`config.mk`:
```
export PLATFORM = sky130hd
export DESIGN_NAME = apb_uart_dual_fifo
export DESIGN_NICKNAME = d
export VERILOG_FILES = /design/src/rtl/uart_pkg.sv /design/src/rtl/sync_fifo.sv /design/src/rtl/apb_uart_dual_fifo.sv
export SDC_FILE = /design/constraint.sdc
export NUM_CORES = 1
export LEC_CHECK = 0
export BUFFER_PORTS_ARGS = -buffer_cell sky130_fd_sc_hd__buf_2
export CELL_PAD_IN_SITES_DETAIL_PLACEMENT = 0
export CELL_PAD_IN_SITES_GLOBAL_PLACEMENT = 1
export CORE_ASPECT_RATIO = 1.4
export CORE_UTILIZATION = 45
export DETAILED_ROUTE_END_ITERATION = 7
export PLACE_DENSITY_LB_ADDON = 0.1
export SYNTH_ARGS = -nofsm -noshare
export SYNTH_HDL_FRONTEND = slang
export SYNTH_SLANG_ARGS = --single-unit
export TNS_END_PERCENT = 1
```
`constraint.sdc`:
```
create_clock -name PCLK -period 4.1 [get_ports PCLK]
set_clock_uncertainty 0.05 [all_clocks]
set_input_delay 0.205 -clock PCLK [delete_from_list [all_inputs] [get_ports PCLK]]
set_output_delay 0.205 -clock PCLK [all_outputs]
set_load 0.05 [all_outputs]
```
`src/rtl/uart_pkg.sv`:
```
// Register map, status bit layout and serial FSM encoding
// shared by the dual-FIFO APB UART.
package uart_pkg;

    localparam logic [1:0] REG_STATUS  = 2'd0;
    localparam logic [1:0] REG_TXDATA  = 2'd1;
    localparam logic [1:0] REG_RXDATA  = 2'd2;
    localparam logic [1:0] REG_BAUDDIV = 2'd3;

    localparam int ST_TX_EMPTY   = 0;
    localparam int ST_TX_FULL    = 1;
    localparam int ST_RX_EMPTY   = 2;
    localparam int ST_RX_FULL    = 3;
    localparam int ST_TX_BUSY    = 4;
    localparam int ST_RX_OVERRUN = 5;
    localparam int ST_FRAME_ERR  = 6;
    localparam int ST_W          = 7;

    localparam logic [15:0] DIV_MIN = 16'd2;

    typedef enum logic [1:0] {
        IDLE,
        START,
        DATA,
        STOP
    } uart_state_e;

    function automatic logic [15:0] clamp_div(input logic [15:0] v);
        return (v < DIV_MIN) ? DIV_MIN : v;
    endfunction

endpackage

```
`src/rtl/sync_fifo.sv`:
```
// Single-clock FIFO with registered full/empty flags.
// A pop on a full FIFO frees the slot for a same-cycle push.
module sync_fifo #(
    parameter int WIDTH = 8,
    parameter int DEPTH = 8
) (
    input  logic             clk,
    input  logic             rst,
    input  logic             push,
    input  logic [WIDTH-1:0] din,
    input  logic             pop,
    output logic [WIDTH-1:0] dout,
    output logic             full,
    output logic             empty
);

    localparam int AW = $clog2(DEPTH);
    localparam int CW = AW + 1;

    logic [WIDTH-1:0] mem [DEPTH];
    logic [AW-1:0]    wr_ptr;
    logic [AW-1:0]    rd_ptr;
    logic [CW-1:0]    count;
    logic [CW-1:0]    count_n;
    logic             do_push;
    logic             do_pop;

    assign do_pop  = pop & ~empty;
    assign do_push = push & (~full | do_pop);
    assign dout    = mem[rd_ptr];

    always_comb begin
        count_n = count;
        case ({do_push, do_pop})
            2'b10:   count_n = count + CW'(1);
            2'b01:   count_n = count - CW'(1);
            default: count_n = count;
        endcase
    end

    always_ff @(posedge clk or posedge rst) begin
        if (rst) begin
            wr_ptr <= '0;
            rd_ptr <= '0;
            count  <= '0;
            full   <= 1'b0;
            empty  <= 1'b1;
        end else begin
            if (do_push)
                wr_ptr <= wr_ptr + AW'(1);
            if (do_pop)
                rd_ptr <= rd_ptr + AW'(1);
            count <= count_n;
            full  <= (count_n == CW'(DEPTH));
            empty <= (count_n == '0);
        end
    end

    always_ff @(posedge clk) begin
        if (do_push)
            mem[wr_ptr] <= din;
    end

endmodule

```
`src/rtl/apb_uart_dual_fifo.sv`:
```
// APB3 UART with TX/RX FIFOs, programmable divisor and
// sticky overrun/framing flags; every access takes one wait state.
module apb_uart_dual_fifo #(
    parameter int CLK_HZ     = 100_000_000,
    parameter int BAUD       = 9600,
    parameter int FIFO_DEPTH = 8,
    parameter int OVS        = 16
) (
    input  logic        PCLK,
    input  logic        PRESET,
    input  logic [3:0]  PADDR,
    input  logic [31:0] PWDATA,
    input  logic        PWRITE,
    input  logic        PENABLE,
    input  logic        PSEL,
    output logic [31:0] PRDATA,
    output logic        PREADY,
    output logic        tx,
    input  logic        rx
);

    import uart_pkg::*;

    localparam int          TW      = (OVS > 1) ? $clog2(OVS) : 1;
    localparam logic [15:0] DIV_RST = 16'(CLK_HZ / (BAUD * OVS));
    localparam logic [TW-1:0] T_LAST = TW'(OVS - 1);
    localparam logic [TW-1:0] T_HALF = TW'(OVS / 2 - 1);

    logic        access;
    logic        wr_en;
    logic        rd_en;
    logic [1:0]  reg_sel;
    logic        st_wr;
    logic        div_wr;
    logic [31:0] rdata;
    logic [ST_W-1:0] status;

    logic [15:0] baud_div;
    logic [15:0] tick_cnt;
    logic        tick;

    logic        tx_push;
    logic        tx_pop;
    logic [7:0]  tx_dout;
    logic        tx_full;
    logic        tx_empty;
    logic        tx_busy;
    uart_state_e tx_state;
    uart_state_e tx_next;
    logic [TW-1:0] tx_tcnt;
    logic [2:0]  tx_bcnt;
    logic [7:0]  tx_shift;
    logic        tx_bit_end;

    logic        rx_meta;
    logic        rx_s;
    logic        rx_push;
    logic        rx_pop;
    logic [7:0]  rx_dout;
    logic        rx_full;
    logic        rx_empty;
    uart_state_e rx_state;
    uart_state_e rx_next;
    logic [TW-1:0] rx_tcnt;
    logic [2:0]  rx_bcnt;
    logic [7:0]  rx_shift;
    logic        rx_half;
    logic        rx_bit_end;
    logic        rx_stop_end;

    logic        rx_overrun;
    logic        frame_err;
    logic        ovr_set;
    logic        ferr_set;
    logic        ovr_clr;
    logic        ferr_clr;
    logic        unused_ok;

    assign unused_ok = ^{PWDATA[31:16], PADDR[1:0]};

    // APB decode; side effects fire only in the wait-state cycle
    assign access  = PSEL & PENABLE & ~PREADY;
    assign wr_en   = access & PWRITE;
    assign rd_en   = access & ~PWRITE;
    assign reg_sel = PADDR[3:2];
    assign st_wr   = wr_en & (reg_sel == REG_STATUS);
    assign div_wr  = wr_en & (reg_sel == REG_BAUDDIV);
    assign tx_push = wr_en & (reg_sel == REG_TXDATA);
    assign rx_pop  = rd_en & (reg_sel == REG_RXDATA);
    assign ovr_clr  = st_wr & PWDATA[ST_RX_OVERRUN];
    assign ferr_clr = st_wr & PWDATA[ST_FRAME_ERR];

    always_comb begin
        status = '0;
        status[ST_TX_EMPTY]   = tx_empty;
        status[ST_TX_FULL]    = tx_full;
        status[ST_RX_EMPTY]   = rx_empty;
        status[ST_RX_FULL]    = rx_full;
        status[ST_TX_BUSY]    = tx_busy;
        status[ST_RX_OVERRUN] = rx_overrun;
        status[ST_FRAME_ERR]  = frame_err;
    end

    always_comb begin
        rdata = '0;
        unique case (1'b1)
            reg_sel == REG_STATUS:  rdata = {{(32-ST_W){1'b0}}, status};
            reg_sel == REG_TXDATA:  rdata = '0;
            reg_sel == REG_RXDATA:  rdata = rx_empty ? '0 : {24'h0, rx_dout};
            reg_sel == REG_BAUDDIV: rdata = {16'h0, baud_div};
        endcase
    end

    always_ff @(posedge PCLK or posedge PRESET) begin
        if (PRESET) begin
            PREADY <= 1'b0;
            PRDATA <= '0;
        end else begin
            PREADY <= access;
            PRDATA <= rd_en ? rdata : '0;
        end
    end

    // Sticky flags: a same-cycle set beats the W1C
    always_ff @(posedge PCLK or posedge PRESET) begin
        if (PRESET) begin
            rx_overrun <= 1'b0;
            frame_err  <= 1'b0;
        end else begin
            rx_overrun <= ovr_set | (rx_overrun & ~ovr_clr);
            frame_err  <= ferr_set | (frame_err & ~ferr_clr);
        end
    end

    assign tick = (tick_cnt >= baud_div - 16'd1);

    always_ff @(posedge PCLK or posedge PRESET) begin
        if (PRESET) begin
            baud_div <= DIV_RST;
            tick_cnt <= '0;
        end else begin
            if (div_wr)
                baud_div <= clamp_div(PWDATA[15:0]);
            if (div_wr || tick)
                tick_cnt <= '0;
            else
                tick_cnt <= tick_cnt + 16'd1;
        end
    end

    sync_fifo #(
        .WIDTH (8),
        .DEPTH (FIFO_DEPTH)
    ) u_tx_fifo (
        .clk   (PCLK),
        .rst   (PRESET),
        .push  (tx_push),
        .din   (PWDATA[7:0]),
        .pop   (tx_pop),
        .dout  (tx_dout),
        .full  (tx_full),
        .empty (tx_empty)
    );

    sync_fifo #(
        .WIDTH (8),
        .DEPTH (FIFO_DEPTH)
    ) u_rx_fifo (
        .clk   (PCLK),
        .rst   (PRESET),
        .push  (rx_push),
        .din   (rx_shift),
        .pop   (rx_pop),
        .dout  (rx_dout),
        .full  (rx_full),
        .empty (rx_empty)
    );

    assign tx_bit_end = tick & (tx_tcnt == T_LAST);
    assign tx_busy    = (tx_state != IDLE);

    always_ff @(posedge PCLK or posedge PRESET) begin
        if (PRESET)
            tx_state <= IDLE;
        else
            tx_state <= tx_next;
    end

    always_comb begin
        tx_next = tx_state;
        case (tx_state)
            IDLE:  if (!tx_empty) tx_next = START;
            START: if (tx_bit_end) tx_next = DATA;
            DATA:  if (tx_bit_end && tx_bcnt == 3'd7) tx_next = STOP;
            STOP:  if (tx_bit_end) tx_next = IDLE;
            default: tx_next = IDLE;
        endcase
    end

    always_comb begin
        tx     = 1'b1;
        tx_pop = 1'b0;
        case (tx_state)
            IDLE:  tx_pop = ~tx_empty;
            START: tx     = 1'b0;
            DATA:  tx     = tx_shift[0];
            STOP:  tx     = 1'b1;
            default: tx   = 1'b1;
        endcase
    end

    always_ff @(posedge PCLK or posedge PRESET) begin
        if (PRESET) begin
            tx_tcnt  <= '0;
            tx_bcnt  <= '0;
            tx_shift <= '0;
        end else if (tx_state == IDLE) begin
            tx_tcnt <= '0;
            tx_bcnt <= '0;
            if (tx_pop)
                tx_shift <= tx_dout;
        end else if (tick) begin
            tx_tcnt <= tx_bit_end ? '0 : tx_tcnt + TW'(1);
            if (tx_bit_end && tx_state == DATA) begin
                tx_shift <= {1'b0, tx_shift[7:1]};
                tx_bcnt  <= tx_bcnt + 3'd1;
            end
        end
    end

    always_ff @(posedge PCLK or posedge PRESET) begin
        if (PRESET) begin
            rx_meta <= 1'b1;
            rx_s    <= 1'b1;
        end else begin
            rx_meta <= rx;
            rx_s    <= rx_meta;
        end
    end

    assign rx_half     = tick & (rx_tcnt == T_HALF);
    assign rx_bit_end  = tick & (rx_tcnt == T_LAST);
    assign rx_stop_end = (rx_state == STOP) & rx_bit_end;

    always_ff @(posedge PCLK or posedge PRESET) begin
        if (PRESET)
            rx_state <= IDLE;
        else
            rx_state <= rx_next;
    end

    always_comb begin
        rx_next = rx_state;
        case (rx_state)
            IDLE:  if (!rx_s) rx_next = START;
            START: if (rx_half) rx_next = rx_s ? IDLE : DATA;
            DATA:  if (rx_bit_end && rx_bcnt == 3'd7) rx_next = STOP;
            STOP:  if (rx_bit_end) rx_next = IDLE;
            default: rx_next = IDLE;
        endcase
    end

    // A pop in the same cycle makes room, so that push is no overrun
    always_comb begin
        rx_push  = rx_stop_end & rx_s;
        ovr_set  = rx_push & rx_full & ~rx_pop;
        ferr_set = rx_stop_end & ~rx_s;
    end

    always_ff @(posedge PCLK or posedge PRESET) begin
        if (PRESET) begin
            rx_tcnt  <= '0;
            rx_bcnt  <= '0;
            rx_shift <= '0;
        end else if (rx_state == IDLE) begin
            rx_tcnt <= '0;
            rx_bcnt <= '0;
        end else if (tick) begin
            if (rx_state == START)
                rx_tcnt <= rx_half ? '0 : rx_tcnt + TW'(1);
            else
                rx_tcnt <= rx_bit_end ? '0 : rx_tcnt + TW'(1);
            if (rx_bit_end && rx_state == DATA) begin
                rx_shift <= {rx_s, rx_shift[7:1]};
                rx_bcnt  <= rx_bcnt + 3'd1;
            end
        end
    end

endmodule

```
==> summary by stage <==
Global route
The initial antenna violation count came to 1. Entering global routing, the biggest net connects 61 pins. For this run, the total global-route usage over all layers was measured as 0.194. For this run the aggregate overflow at the end of global routing stands at 0. The via count of the first global-routing pass was between 6000 and 7000. The global-route wire length before repair is around 36000 um.

Synthesis
The synthesized design contains 128 enable-type register cells. The share of synthesized area in the top cell type comes to 0.360. The number of synthesis warnings is 0.

Counting distinct cell types in the post-synthesis netlist gives between 60 and 70. For this run, the leading register cell type out of synthesis is edfxtp_1. In the synthesized netlist, the cells that appear most often are edfxtp_1, dfrtp_1, nor2_1, nand2_1, ha_1.

Of the synthesized area, sequential elements account for 0.622. edfxtp_1 is the most common cell in the netlist. The cell count after synthesis came out at 747. The mean area per synthesized cell is 14.3 um2. The largest total area in the synthesized netlist belongs to edfxtp_1. In the post-synthesis netlist, the biggest area contributors are edfxtp_1, dfrtp_1, mux4_2. The proportion of synthesized flip-flops having asynchronous set or reset is 0.464. The flip-flop and latch count after synthesis is 239.

The synthesized netlist occupies a cell area of approximately 0.011 mm2.

Floorplan
The overall die area is 0.0243 mm2. The initial utilization of the core area, before any placement, comes to 0.458. The die is 132 um wide. During I/O placement, the number of pins put on the boundary was 76.

The number of rows created at floorplan is 66. The vertical die dimension is 184 um. The core region is 0.0233 mm2.

Cells and area
The layout net count is 938. Measured on the finished design, the core utilization comes to 0.543. Fill cells in the final layout number 1992. The non-filler instance count after layout is 1182. Compared with the post-synthesis result, the final layout area differs by 18.5%. In the final layout, the share of cells above drive strength 1 is 0.270.

Timing
The share of the cycle needed by the critical path after routing is 0.966. Headroom to the max-slew limit came out at 0.382. Once routing completed, OpenROAD measured the worst setup slack at 0.140 ns.

Setup repair after global routing could not meet its margin everywhere. At the pin with the least slew margin, the transition time is 0.924 ns. The hold violation count in the final report is 0. The max-slew violation count is 0.

The post-route setup TNS is 0 ns. Static timing analysis puts the maximum clock frequency at 0.253 GHz. The time the final worst path needs with I/O delays and setup is 3.96 ns.

The final setup violation count is 0.

Worst hold path
The terminating pin of the worst hold path is PRDATA[0]. The classification of the worst-slack hold path is in -> reg. The worst hold path begins at PADDR[3]. The cell depth of the worst min-delay path is 3.

Power
The maximum VDD drop is 0.000391 V. The share of total power in combinational logic is 0.219. The switching component of the power is between 1.5 and 2 mW. The share of total power dissipated in sequential elements is 0.447.

The share of total power dissipated in the clock network is 0.333. The switching share of total power is 0.287. The power per standard cell area is 533 mW/mm2. The analysis attributes to cell leakage a power of 5.11 nW. The total internal power is approximately 4.8 mW.

Clock tree
The clock passes through at most 3 buffers. Clock tree synthesis inserted a total of 24 buffers. Clock-pin slew was measured on the worst setup and hold paths at 0.06 ns.

The clock tree from TritonCTS is yes. The number of levels in the clock H-tree is 1. Clock tree synthesis selected as its root buffer the cell clkbuf_16. The clock reaches the later pin of the worst-skew pair after 0.54 ns. The CTS sink count is 239.

Worst setup path
On the critical path, the stage with the largest delay is an instance of or4_1. The worst register-to-register path ends at u_rx_fifo.full. Traced cell by cell, the critical path runs through or4_1 > nor3_2 > xnor2_1 > ha_1 > nand4_1 > nor3_2 > a31oi_2 > nand2_2 > and3_4 > inv_2 > ha_2 > xor2_1 > ha_2 > a21oi_2 > xor2_1 > nor2_1 > xor2_1 > nor4_1. Counting stages on the worst path, the most repeated cell is xor2_1. Data on the critical path arrives at its endpoint at 4.33 ns.

The data required time of the worst path is 4.47 ns. Setup slack on the worst reg-to-reg path comes out at 0.14 ns. The top cell family by delay on the critical path is simple AND/OR/NAND/NOR gates. The worst setup path is captured at a flop.

The combined buffer and inverter count along the critical path is 1. The startpoint of the worst register-to-register path is baud_div[13]. The count of cells along the worst register-to-register path is 18. The category of the most critical setup path is reg -> reg.

The largest single stage delay on the critical path is roughly 0.58 ns. The kind of launch point of the worst setup path is a flop. Of all nets on the critical path, the largest fanout is 3.

Outcome
The flow ran to the end, and the final reports show no timing, DRC or antenna violations.

Job
Max-cap violations in this run came to 0.

Route
After detailed routing, the average wire length per cell comes to 19.2 um. The post-route antenna net violation count is 0. The number of DRC violations after detailed routing is 0. For this block, the routed nets add up to 22700 um of wire. The total via count after detailed routing is between 6000 and 7000. The number of DRC markers in iteration 0 is 272. In the routed layout, each cell is associated on average with a via count of 5.35. The pre-antenna-repair detailed-routing pass consisted of 4 iterations.

Place
The number of input and output port buffers inserted is slightly above 40. After legalization and detailed placement, the total HPWL measured 15700 um. The worst slack at placement is -0.0992 ns.

Once placement completed, the tool counted placed cells totaling 1112. The weighted congestion reported at the end of routability-driven placement is 0.798.
[layout make-up]
class / instances / area [um2] / share of cell area
sequential: 239 / 6630 / 0.525
multi-input combinational: 462 / 3950 / 0.312
timing repair buffer: 111 / 785 / 0.0621
clock buffer: 35 / 672 / 0.0532
tap: 306 / 383 / 0.0303
clock inverter: 9 / 145 / 0.0115
inverter: 19 / 73.8 / 0.00584
antenna: 1 / 2.50 / 0.000198
[sequential cells by signal, indices dropped and copies added (netlist names), 2 cells and up, named ones only]
register / flops
rx_bcnt: 3
tx_shift: 8
u_rx_fifo.mem: 64
tx_bcnt: 3
tx_tcnt: 4
u_rx_fifo.count: 4
rx_shift: 8
u_tx_fifo.rd_ptr: 3
u_tx_fifo.mem: 64
u_rx_fifo.rd_ptr: 3
u_tx_fifo.count: 4
baud_div: 16
tx_state: 2
u_tx_fifo.wr_ptr: 3
rx_tcnt: 4
tick_cnt: 16
PRDATA: 16
u_rx_fifo.wr_ptr: 3
[metal layers]
metal,up-vias,track usage,routed length (um)
li1,2983,-,-
met1,3192,0.226,9250
met2,103,0.365,12000
met3,44,0.0234,706
met4,0,0.0693,684
met5,-,0,0
[how the worst max path moves through the flow]
stage | endpoint | startpoint | cells past startpoint | slack, ns
floorplan | u_rx_fifo.empty | baud_div[5] | 20 | 0.02
global placement | u_rx_fifo.empty | baud_div[5] | 20 | -0.04
detailed placement | u_rx_fifo.empty | baud_div[5] | 20 | -0.1
CTS | u_rx_fifo.empty | baud_div[2] | 19 | 0.01
global route | u_rx_fifo.empty | baud_div[4] | 20 | -0.09
finish | u_rx_fifo.full | baud_div[13] | 18 | 0.14
[worst reg2reg max path, cell delays in order (launching register included)]
cell and delay (ns):
dfrtp_1 0.37, or4_1 0.58, nor3_2 0.20, xnor2_1 0.09
ha_1 0.31, nand4_1 0.18, nor3_2 0.29, a31oi_2 0.14
nand2_2 0.12, and3_4 0.19, inv_2 0.04, ha_2 0.17
xor2_1 0.17, ha_2 0.19, a21oi_2 0.11, xor2_1 0.16
nor2_1 0.07, xor2_1 0.17, nor4_1 0.27
[power by group through the flow]
stage	Clock [mW]	Sequential [mW]	Combinational, mW
after detailed placement	0	3.06	1.43
final	2.25	3.02	1.48
after floorplan	0	2.95	1.13
after CTS	2.30	3.02	1.47
after global placement	0	3.05	1.38
after global routing	2.39	3.05	1.64
[through the flow]
stage / area [um2] / hold WS (ns) / total power [mW]
6_report: 12600 / 0.0544 / 6.74
5_1_grt: 12600 / 0.0857 / 7.09
2_1_floorplan: 10700 / 0.159 / 4.07
3_3_place_gp: 11400 / 0.264 / 4.43
3_5_place_dp: 11400 / 0.263 / 4.49
4_1_cts: 12600 / 0.0323 / 6.79
[repair_timing]
action	in CTS	in global routing
setup buffers	2	3
endpoints found under the hold margin	127	0
resized for setup	18	11
setup endpoints to repair	3	4
hold buffers	20	0
pin swaps	13	15
[placed cells by master, fill, tap and decap left out, types with 7 or more instances in the layout]
cell	netlist	final
edfxtp_1	128	128
dfrtp_1	102	102
nor2_1	61	60
nand2_1	50	49
buf_4	16	49
buf_2	7	41
ha_1	38	35
mux2_2	33	33
mux4_2	32	32
xnor2_1	31	30
clkbuf_16	0	24
dlygate4sd3_1	0	20
xor2_1	18	18
a21oi_1	18	17
inv_1	18	16
conb_1	1	16
o21ai_0	16	15
and2_1	11	11
nand3_1	12	10
mux2i_1	10	10
dfstp_2	9	9
nor3_1	11	8
nand2b_1	8	8
clkbuf_1	17	8
nand4_1	7	7
[logic make-up after synthesis]
| family | Yosys count | synth area share |
|---|---|---|
| DFF | 239 | 0.622 |
| and+or+nand+nor | 199 | 0.0944 |
| AOI/OAI and AO/OA | 84 | 0.0571 |
| muxes | 75 | 0.112 |
| buffers and inverters | 61 | 0.0279 |
| xor gates and xnor gates | 49 | 0.0402 |
| adders and majority gates | 39 | 0.0464 |
| other | 1 | 0.000352 |
(Power assumes the default switching activity.)
